===== config.mk =====
export PLATFORM = sky130hd
export DESIGN_NAME = wb_dsp_slave_regfile
export DESIGN_NICKNAME = d
export VERILOG_FILES = /design/src/rtl/wb_dsp_slave_regfile.sv
export SDC_FILE = /design/constraint.sdc
export NUM_CORES = 1
export LEC_CHECK = 0
export CORE_ASPECT_RATIO = 0.7
export CORE_MARGIN = 5
export CORE_UTILIZATION = 40
export DETAILED_ROUTE_END_ITERATION = 10
export PLACE_DENSITY = 0.79
export SLEW_MARGIN = 5
export SYNTH_ARGS = -nofsm -noshare
export SYNTH_HDL_FRONTEND = slang
export SYNTH_SLANG_ARGS = --single-unit

===== constraint.sdc =====
create_clock -name wb_clk -period 3.4 [get_ports wb_clk]
set_input_delay 0.51 -clock wb_clk [delete_from_list [all_inputs] [get_ports wb_clk]]
set_output_delay 0.51 -clock wb_clk [all_outputs]
set_load 0.01 [all_outputs]

===== src/rtl/wb_dsp_slave_regfile.sv =====
// Wishbone classic single-beat slave exposing ID, interrupt enable/pending and
// per-channel EQ_ADDR / CONTROL / STATUS registers for a bank of DSP engines.
module wb_dsp_slave_regfile #(
    parameter int DW     = 32,
    parameter int AW     = 8,
    parameter int NUM_CH = 4
) (
    input  logic                 wb_clk,
    input  logic                 wb_rst_n,
    input  logic [AW-1:0]        wb_adr_i,
    input  logic [DW-1:0]        wb_dat_i,
    input  logic [3:0]           wb_sel_i,
    input  logic                 wb_we_i,
    input  logic                 wb_cyc_i,
    input  logic                 wb_stb_i,
    input  logic [2:0]           wb_cti_i,
    input  logic [1:0]           wb_bte_i,
    output logic [DW-1:0]        wb_dat_o,
    output logic                 wb_ack_o,
    output logic                 wb_err_o,
    output logic                 wb_rty_o,
    input  logic [NUM_CH*DW-1:0] status_i,
    input  logic [NUM_CH-1:0]    done_i,
    output logic [NUM_CH*DW-1:0] equation_address_o,
    output logic [NUM_CH*DW-1:0] control_o,
    output logic [NUM_CH-1:0]    start_o,
    output logic                 interrupt_o
);

    localparam int PW = AW - 4;
    localparam logic [DW-1:0] ID_VALUE = {16'hD5A0, 8'h02, 8'(NUM_CH)};

    logic              unused_inputs;
    logic              req;
    logic [PW-1:0]     page;
    logic [1:0]        sub;
    logic              glob_page;
    logic              id_hit;
    logic              en_hit;
    logic              pend_hit;
    logic [NUM_CH-1:0] ch_hit;
    logic              addr_valid;
    logic              ro_hit;
    logic              bad_access;
    logic              do_ack;
    logic              do_err;
    logic              wr;
    logic [DW-1:0]     rdata;
    logic [DW-1:0]     en_merged;
    logic [NUM_CH-1:0] irq_en_reg;
    logic [NUM_CH-1:0] irq_pend_reg;
    logic [NUM_CH-1:0] irq_pend_next;
    logic [NUM_CH-1:0] pend_clr;
    logic [NUM_CH-1:0] done_reg;
    logic [NUM_CH-1:0] done_rise;
    logic              armed_reg;

    function automatic logic [DW-1:0] lane_merge(input logic [DW-1:0] old_v,
                                                 input logic [DW-1:0] new_v,
                                                 input logic [3:0]    sel);
        logic [DW-1:0] res;
        res = old_v;
        for (int b = 0; b < 4; b++) begin
            if (sel[b]) res[b*8 +: 8] = new_v[b*8 +: 8];
        end
        return res;
    endfunction

    assign unused_inputs = ^{wb_cti_i, wb_bte_i, wb_adr_i[1:0]};
    assign wb_rty_o      = 1'b0;

    // A response blocks a new request for one cycle, giving every-other-cycle acks.
    assign req  = wb_cyc_i & wb_stb_i & ~(wb_ack_o | wb_err_o);
    assign page = wb_adr_i[AW-1:4];
    assign sub  = wb_adr_i[3:2];

    assign glob_page = (page == '0);
    assign id_hit    = glob_page && (sub == 2'd0);
    assign en_hit    = glob_page && (sub == 2'd1);
    assign pend_hit  = glob_page && (sub == 2'd2);

    generate
        for (genvar gi = 0; gi < NUM_CH; gi++) begin : g_hit
            assign ch_hit[gi] = (page == PW'(gi + 1)) && (sub != 2'd3);
        end
    endgenerate

    assign addr_valid = (glob_page && (sub != 2'd3)) || (|ch_hit);
    assign ro_hit     = id_hit || ((|ch_hit) && (sub == 2'd2));
    assign bad_access = ~addr_valid || (wb_we_i && ro_hit);
    assign do_ack     = req & ~bad_access;
    assign do_err     = req & bad_access;
    assign wr         = do_ack & wb_we_i;

    always_comb begin
        rdata = '0;
        if (id_hit)   rdata = ID_VALUE;
        if (en_hit)   rdata[NUM_CH-1:0] = irq_en_reg;
        if (pend_hit) rdata[NUM_CH-1:0] = irq_pend_reg;
        for (int i = 0; i < NUM_CH; i++) begin
            if (ch_hit[i]) begin
                case (sub)
                    2'd0:    rdata = equation_address_o[i*DW +: DW];
                    2'd1:    rdata = control_o[i*DW +: DW];
                    default: rdata = status_i[i*DW +: DW];
                endcase
            end
        end
    end

    assign en_merged = lane_merge(DW'(irq_en_reg), wb_dat_i, wb_sel_i);
    assign pend_clr  = (wr && pend_hit && wb_sel_i[0]) ? wb_dat_i[NUM_CH-1:0] : '0;
    // armed_reg masks the first sampled edge so a done held through reset is not a rise.
    assign done_rise     = done_i & ~done_reg & {NUM_CH{armed_reg}};
    assign irq_pend_next = (irq_pend_reg & ~pend_clr) | done_rise;

    always_ff @(posedge wb_clk or negedge wb_rst_n) begin
        if (!wb_rst_n) begin
            wb_ack_o     <= 1'b0;
            wb_err_o     <= 1'b0;
            wb_dat_o     <= '0;
            irq_en_reg   <= '0;
            irq_pend_reg <= '0;
            done_reg     <= '0;
            armed_reg    <= 1'b0;
            interrupt_o  <= 1'b0;
        end else begin
            wb_ack_o     <= do_ack;
            wb_err_o     <= do_err;
            if (do_err) begin
                wb_dat_o <= '0;
            end else if (do_ack && !wb_we_i) begin
                wb_dat_o <= rdata;
            end
            if (wr && en_hit) irq_en_reg <= en_merged[NUM_CH-1:0];
            irq_pend_reg <= irq_pend_next;
            done_reg     <= done_i;
            armed_reg    <= 1'b1;
            interrupt_o  <= |(irq_pend_reg & irq_en_reg);
        end
    end

    generate
        for (genvar gi = 0; gi < NUM_CH; gi++) begin : g_ch
            logic [DW-1:0] eq_reg;
            logic [DW-1:0] ctl_reg;
            logic          start_reg;
            logic [DW-1:0] eq_merged;
            logic [DW-1:0] ctl_merged;
            logic          eq_wr;
            logic          ctl_wr;

            assign eq_wr      = wr && ch_hit[gi] && (sub == 2'd0);
            assign ctl_wr     = wr && ch_hit[gi] && (sub == 2'd1);
            assign eq_merged  = lane_merge(eq_reg, wb_dat_i, wb_sel_i);
            assign ctl_merged = lane_merge(ctl_reg, wb_dat_i, wb_sel_i);

            always_ff @(posedge wb_clk or negedge wb_rst_n) begin
                if (!wb_rst_n) begin
                    eq_reg    <= '0;
                    ctl_reg   <= '0;
                    start_reg <= 1'b0;
                end else begin
                    start_reg <= ctl_wr && wb_sel_i[0] && wb_dat_i[0];
                    if (eq_wr)  eq_reg  <= eq_merged;
                    // START is a pulse, never stored.
                    if (ctl_wr) ctl_reg <= {ctl_merged[DW-1:1], 1'b0};
                end
            end

            assign equation_address_o[gi*DW +: DW] = eq_reg;
            assign control_o[gi*DW +: DW]          = ctl_reg;
            assign start_o[gi]                     = start_reg;
        end
    endgenerate

endmodule


==> impl_metrics.json, run 1 <==
{
  "rr_startpoint": "wb_ack_o",
  "layout-drive-gt1-share_pct": 9.59,
  "synth_area_leader_cell": "dfrtp_1",
  "clock-root-buffer": "clkbuf_16",
  "drc": 0,
  "rsz0062_at_grt": "no",
  "avgSynthCellArea_um2": 12.8,
  "min_from": "done_i[1]",
  "die_w_um": 245,
  "clockPowerShare_pct": 41.8,
  "port-buffer-count": 469,
  "cts.htree.levels": 1,
  "setup_violations": 0,
  "hold_class": "in2reg",
  "cp-end-kind": "flip-flop",
  "cp.arrival_ns": 2.94,
  "hold_viol": 0,
  "avgViaCountPerCell": 5.68,
  "met3_usage_pct": 6.75,
  "start_util_pct": 40.4,
  "min_period_over_period_pct": 73.1,
  "tns_ns": 0,
  "max_freq_mhz": 402,
  "skew_ns": 0.0126,
  "p_sw_uw": 2020,
  "seqPwrFrac_pct": 46.0,
  "met1_usage_pct": 35.4,
  "met2_usage_pct": 43.2,
  "grt_pass1_wl_mm": 87.1,
  "critical_path_class": "in2reg",
  "power_report.internal_total_uw": 6130,
  "cp.required_ns": 3.86,
  "fin_ws_ns": 0.915,
  "cp_max_fo": 9,
  "outcome": "completed",
  "vias": 12500,
  "busiest_layer": "met2",
  "place.gp.congestion": 0.904,
  "yosysSeqAreaShare_pct": 49.2,
  "tightest_slew_ns": 1.10,
  "dp_hpwl_mm": 42.9,
  "netlist.area_leader.share_pct": 49.2,
  "min_to": "done_reg[1]",
  "maxCapViolations": 0,
  "final.fill_count": 3179,
  "cts_tree": "yes",
  "leakagePower_uw": 0.0101,
  "peakVddDrop_uv": 352,
  "grt_max_degree": 90,
  "synth_cells": 1211,
  "dieHeight_um": 174,
  "ys_warn_count": 0,
  "hold_depth": 1,
  "core_um2": 38300,
  "period_needed_ns": 2.48,
  "p_comb_share_pct": 12.2,
  "synthDistinctLibCells": 55,
  "fp.dieArea_um2": 42700,
  "maxSlewViolCount": 0,
  "num_rows": 60,
  "area_growth_pct": 40.6,
  "firstDrtPassIters": 5,
  "top_level_ports": 482,
  "postLayoutCoreUtil_pct": 56.7,
  "p_per_area_nw_per_um2": 375,
  "insertion_delay_ns": 0.58,
  "clk_pin_slew_worst_paths_ns": 0.06,
  "p_sw_share_pct": 24.8,
  "wl_per_cell_um": 26.7,
  "regArea_um2": 7610,
  "multi_input_area_um2": 7420,
  "grt-ovfl-total": 0,
  "synth-seq-cells": 304,
  "reg2reg_depth": 5,
  "cts_sinks": 304,
  "power_uw": 8150,
  "r2r_slack_ns": 1.03,
  "place_worst_setup_slack_ns": 0.314,
  "clockBufferDepth": 3,
  "async_flop_share_pct": 100,
  "largest_register_ffs": 128,
  "post-cts-setup-buffer-count": 0,
  "synth-edff-count": 0,
  "nNetsFinal": 1863,
  "finalWirelength_mm": 58.7,
  "grt_pass1_vias": 13300,
  "slew_headroom_pct": 26.5,
  "reg2reg_to": "g_ch[1].ctl_reg[15]",
  "cp-start-kind": "primary input",
  "drtIter0Drc": 759,
  "ctsResizeCount": 0,
  "track_usage_pct": 26.7,
  "syn_area_um2": 15400,
  "ant_nets": 0,
  "synth_area_leaders": "dfrtp_1, mux2_1, mux2i_1, nor2_4, nand2_1",
  "synth_flop_cell": "dfrtp_1",
  "antenna_found_initial": 1,
  "cts_buffers": 31
}
==> power by group through the flow <==
| stage | Sequential (µW) | Clock [µW] | Combinational (µW) |
|---|---|---|---|
| 6_report | 3750 | 3410 | 993 |
| 5_1_grt | 3760 | 3610 | 1060 |
| 4_1_cts | 3750 | 3460 | 997 |
| 3_5_place_dp | 3810 | 0 | 991 |
| 3_3_place_gp | 3810 | 0 | 976 |
| 2_1_floorplan | 3830 | 0 | 359 |
==> worst max-delay path: stages <==
cell	delay [ns]
clkdlybuf4s50_1	0.46
buf_4	0.21
a211oi_2	0.39
nand2_1	0.44
nor2_4	0.54
mux2_1	0.38
==> layout by cell type, fill, tap and decap left out, types with 5 or more instances in the layout <==
master / count
clkdlybuf4s50_1: 465
mux2_1: 304
dfrtp_1: 304
mux2i_1: 97
nand2_1: 92
o21ai_0: 58
a21oi_1: 46
nor2_4: 33
clkbuf_16: 31
buf_4: 28
o21ai_1: 26
a22oi_1: 24
mux4_2: 14
a22o_1: 14
a221o_1: 13
nor2_1: 12
nand2b_1: 10
a32o_1: 10
and2_1: 8
mux2_4: 7
clkbuf_1: 7
buf_12: 7
nor2b_1: 6
nand3_2: 6
conb_1: 6
clkbuf_8: 6
clkinv_2: 5
==> cells by family after synthesis <==
logic type	after synthesis	share of synthesized area [%]
AOI/OAI and AO/OA	217	9.31
buffers and inverters	80	2.98
DFF	304	49.2
muxes	422	31.2
other	2	0.0486
and+or+nand+nor	186	7.26
==> final cells by class <==
class / instances / share of cell area, %
multi-input cells: 831 / 34.2
flip-flops and latches: 304 / 35.0
inverters: 5 / 0.0979
diodes: 2 / 0.0230
well taps: 496 / 2.86
clock inverters: 11 / 0.547
repair buffers: 504 / 23.2
clock buffers: 44 / 4.07
==> worst max path at each step <==
stage | slack, ns | start | to
floorplan | 1.29 | wb_adr_i[4] | wb_dat_o[15]
global placement | 0.41 | wb_adr_i[6] | wb_dat_o[9]
detailed placement | 0.31 | wb_adr_i[6] | wb_dat_o[9]
CTS | 0.93 | wb_adr_i[6] | wb_dat_o[9]
global route | 0.75 | wb_adr_i[6] | wb_dat_o[9]
finish | 0.92 | wb_adr_i[6] | g_ch[1].eq_reg[6]
==> metal layers <==
metal	vias to the layer above	routed length, µm
met5	-	0
met4	0	2100
met3	127	4530
met2	597	27300
met1	6359	24700
li1	5386	-
==> metrics by stage <==
step / cell area (µm²) / cells / hold WS [ns]
after floorplan: 15500 / 1215 / 0.214
after global placement: 20700 / 2139 / 0.410
after detailed placement: 20700 / 2139 / 0.407
after CTS: 21700 / 2195 / 0.414
after global routing: 21700 / 2196 / 0.412
final: 21700 / 2197 / 0.434
==> what timing repair did <==
item                                    in CTS  in global routing
hold buffers                                 1                  0
endpoints found under the setup margin       0                  0
endpoints found under the hold margin       23                  0
==> cell usage after synthesis, drive strengths merged, types with 3 or more instances <==
library cell,instances
a21o,4
a21oi,46
a221o,13
a221oi,4
a22o,14
a22oi,24
a31oi,3
a32o,10
and2,9
buf,50
clkbuf,25
dfrtp,304
inv,5
mux2,311
mux2i,97
mux4,14
nand2,95
nand2b,10
nand3,10
nor2,46
nor2b,6
o211ai,3
o21ai,84
(Power assumes the default switching activity.)
==> inputs of run 2 (changes only) <==
Settings changed: PLACE_DENSITY 0.79 to 0.82.
Clock period 3.4 ns to 2.2 ns, I/O delays scaled along.
==> run 2 against run 1 <==
Compared with the run above:
- final area rose by 7.4%
- count of clock-buffer cells in the layout is 5 higher
- register-to-register slack worse by 0.93 ns
- utilization up 4.2 points
- combinational power up 67%
- hold slack worse by 0.25 ns
- non-clock buffer count grew 111
- critical endpoint is now g_ch[2].eq_reg[17]
- worst setup slack got worse by 0.82 ns
- global-route usage up 0.68 points
- clock skew up 0.0098 ns
- sequential power increased by 55%
- critical path depth grew 1
==> impl_metrics.json, run 2 (synthesis results as in run 1) <==
{
  "clockPowerShare_pct": 44.8,
  "cts_sinks": 304,
  "core_um2": 38300,
  "clk_pin_slew_worst_paths_ns": 0.06,
  "clock-root-buffer": "clkbuf_16",
  "insertion_delay_ns": 0.53,
  "leakagePower_uw": 0.0109,
  "cts_tree": "yes",
  "port-buffer-count": 469,
  "tightest_slew_ns": 0.565,
  "cts.htree.levels": 2,
  "p_sw_share_pct": 24.3,
  "dp_hpwl_mm": 45.1,
  "p_sw_uw": 3280,
  "firstDrtPassIters": 5,
  "area_growth_pct": 51.1,
  "place_worst_setup_slack_ns": -0.398,
  "period_needed_ns": 2.10,
  "critical_path.startpoint": "wb_ack_o",
  "peakVddDrop_uv": 524,
  "ctsResizeCount": 0,
  "rsz0062_at_grt": "no",
  "fp.dieArea_um2": 42700,
  "final_common_cell": "clkdlybuf4s50_1",
  "post-cts-setup-buffer-count": 0,
  "die_w_um": 245,
  "grt_max_degree": 66,
  "num_rows": 60,
  "hold_viol": 0,
  "ant_nets": 0,
  "cts_buffers": 34,
  "start_util_pct": 40.4,
  "layout-drive-gt1-share_pct": 15.6,
  "grt_pass1_vias": 13700,
  "critical_path_class": "reg2reg",
  "nNetsFinal": 1977,
  "cp.required_ns": 2.58,
  "dieHeight_um": 174,
  "min_from": "wb_adr_i[3]",
  "track_usage_pct": 27.3,
  "max_freq_mhz": 476,
  "setup_violations": 0,
  "min_period_over_period_pct": 95.5,
  "final_cell_mix": "clkdlybuf4s50_1, mux2_1, dfrtp_1, mux2i_1, buf_4",
  "antenna_found_initial": 7,
  "maxSlewViolCount": 0,
  "fin_ws_ns": 0.0993,
  "top_level_ports": 482,
  "clockBufferDepth": 3,
  "final.fill_count": 2993,
  "p_per_area_nw_per_um2": 579,
  "power_uw": 13500,
  "avgViaCountPerCell": 5.58,
  "slew_headroom_pct": 62.3,
  "cp-end-kind": "flip-flop",
  "tns_ns": 0,
  "largest_register_ffs": 128,
  "grt-ovfl-total": 0,
  "power_report.internal_total_uw": 10200,
  "vias": 12900,
  "finalWirelength_mm": 60.3,
  "place.gp.congestion": 0.929,
  "cp-start-kind": "flip-flop",
  "cp.arrival_ns": 2.48,
  "drc": 0,
  "skew_ns": 0.0224,
  "maxCapViolations": 0,
  "p_comb_share_pct": 12.3,
  "wl_per_cell_um": 26.0,
  "grt_pass1_wl_mm": 89.0,
  "rr_startpoint": "wb_ack_o",
  "hold_class": "in2reg",
  "cp_max_fo": 8,
  "outcome": "completed",
  "drtIter0Drc": 915,
  "seqPwrFrac_pct": 42.9
}
-- run 2: cell types whose count changed in the layout (fill, tap and decap cells not counted), sizes merged --
| cell | change |
|---|---|
| diode | +3 |
| clkinv | +1 |
| inv | -1 |
| clkinvlp | +1 |
| bufinv | +1 |
| buf | +111 |
| clkbuf | +5 |
-- run 2: critical path, stage by stage, from the launching register on --
cell and delay (ns):
dfrtp_1 0.39, and4bb_2 0.32, and2_1 0.19, buf_12 0.14
nand3_2 0.20, nor2_4 0.20, buf_12 0.15, mux2_1 0.35
-- run 2: layout make-up --
class / count / area (µm²) / area share, %
clock buffers: 49 / 1050 / 4.50
well taps: 496 / 621 / 2.66
clock inverters: 13 / 153 / 0.654
inverters: 5 / 21.3 / 0.0911
multi-input cells: 831 / 7420 / 31.8
repair buffers: 615 / 6450 / 27.7
diodes: 5 / 12.5 / 0.0536
flip-flops and latches: 304 / 7610 / 32.6
-- run 2: final timing paths --
kind,endpoint,slack [ns],depth (start not counted)
min,wb_err_o,0.18,3
max,g_ch[2].eq_reg[17],0.1,7
max in group asynchronous,g_ch[0].eq_reg[18],1.05,3
max reg2reg,g_ch[2].eq_reg[17],0.1,7
min reg2reg,irq_pend_reg[2],0.43,1
min in group asynchronous,g_ch[3].ctl_reg[8],0.37,2
-- run 2: per-stage QoR --
stage	cell area [µm²]	hold slack (ns)	cells	util, %
5_1_grt	23300	0.192	2316	61.0
6_report	23300	0.180	2318	61.0
4_1_cts	23300	0.151	2313	60.9
3_5_place_dp	22100	0.333	2250	57.8
2_1_floorplan	15500	0.0344	1215	-
3_3_place_gp	22100	0.328	2250	57.8
-- run 2: timing repair --
item	4_1_cts	5_1_grt
setup endpoints to repair	0	0
hold buffers	1	0
hold endpoints to repair	54	0
-- run 2: metal layers --
| layer | vias up | global-route usage [%] | part of all wire (%) |
|---|---|---|---|
| met4 | 6 | 7.64 | 2.6 |
| met1 | 6602 | 36.8 | 42 |
| li1 | 5621 | - | - |
| met2 | 582 | 44.3 | 47 |
| met5 | - | 0 | 0.076 |
| met3 | 118 | 6.78 | 7.8 |
-- run 2: power by group through the flow --
stage	Clock, µW	Combinational [µW]	Sequential (µW)
after floorplan	0	555	5920
after global placement	0	1620	5890
after detailed placement	0	1650	5900
after CTS	6180	1660	5800
after global routing	6430	1760	5810
final	6060	1660	5800
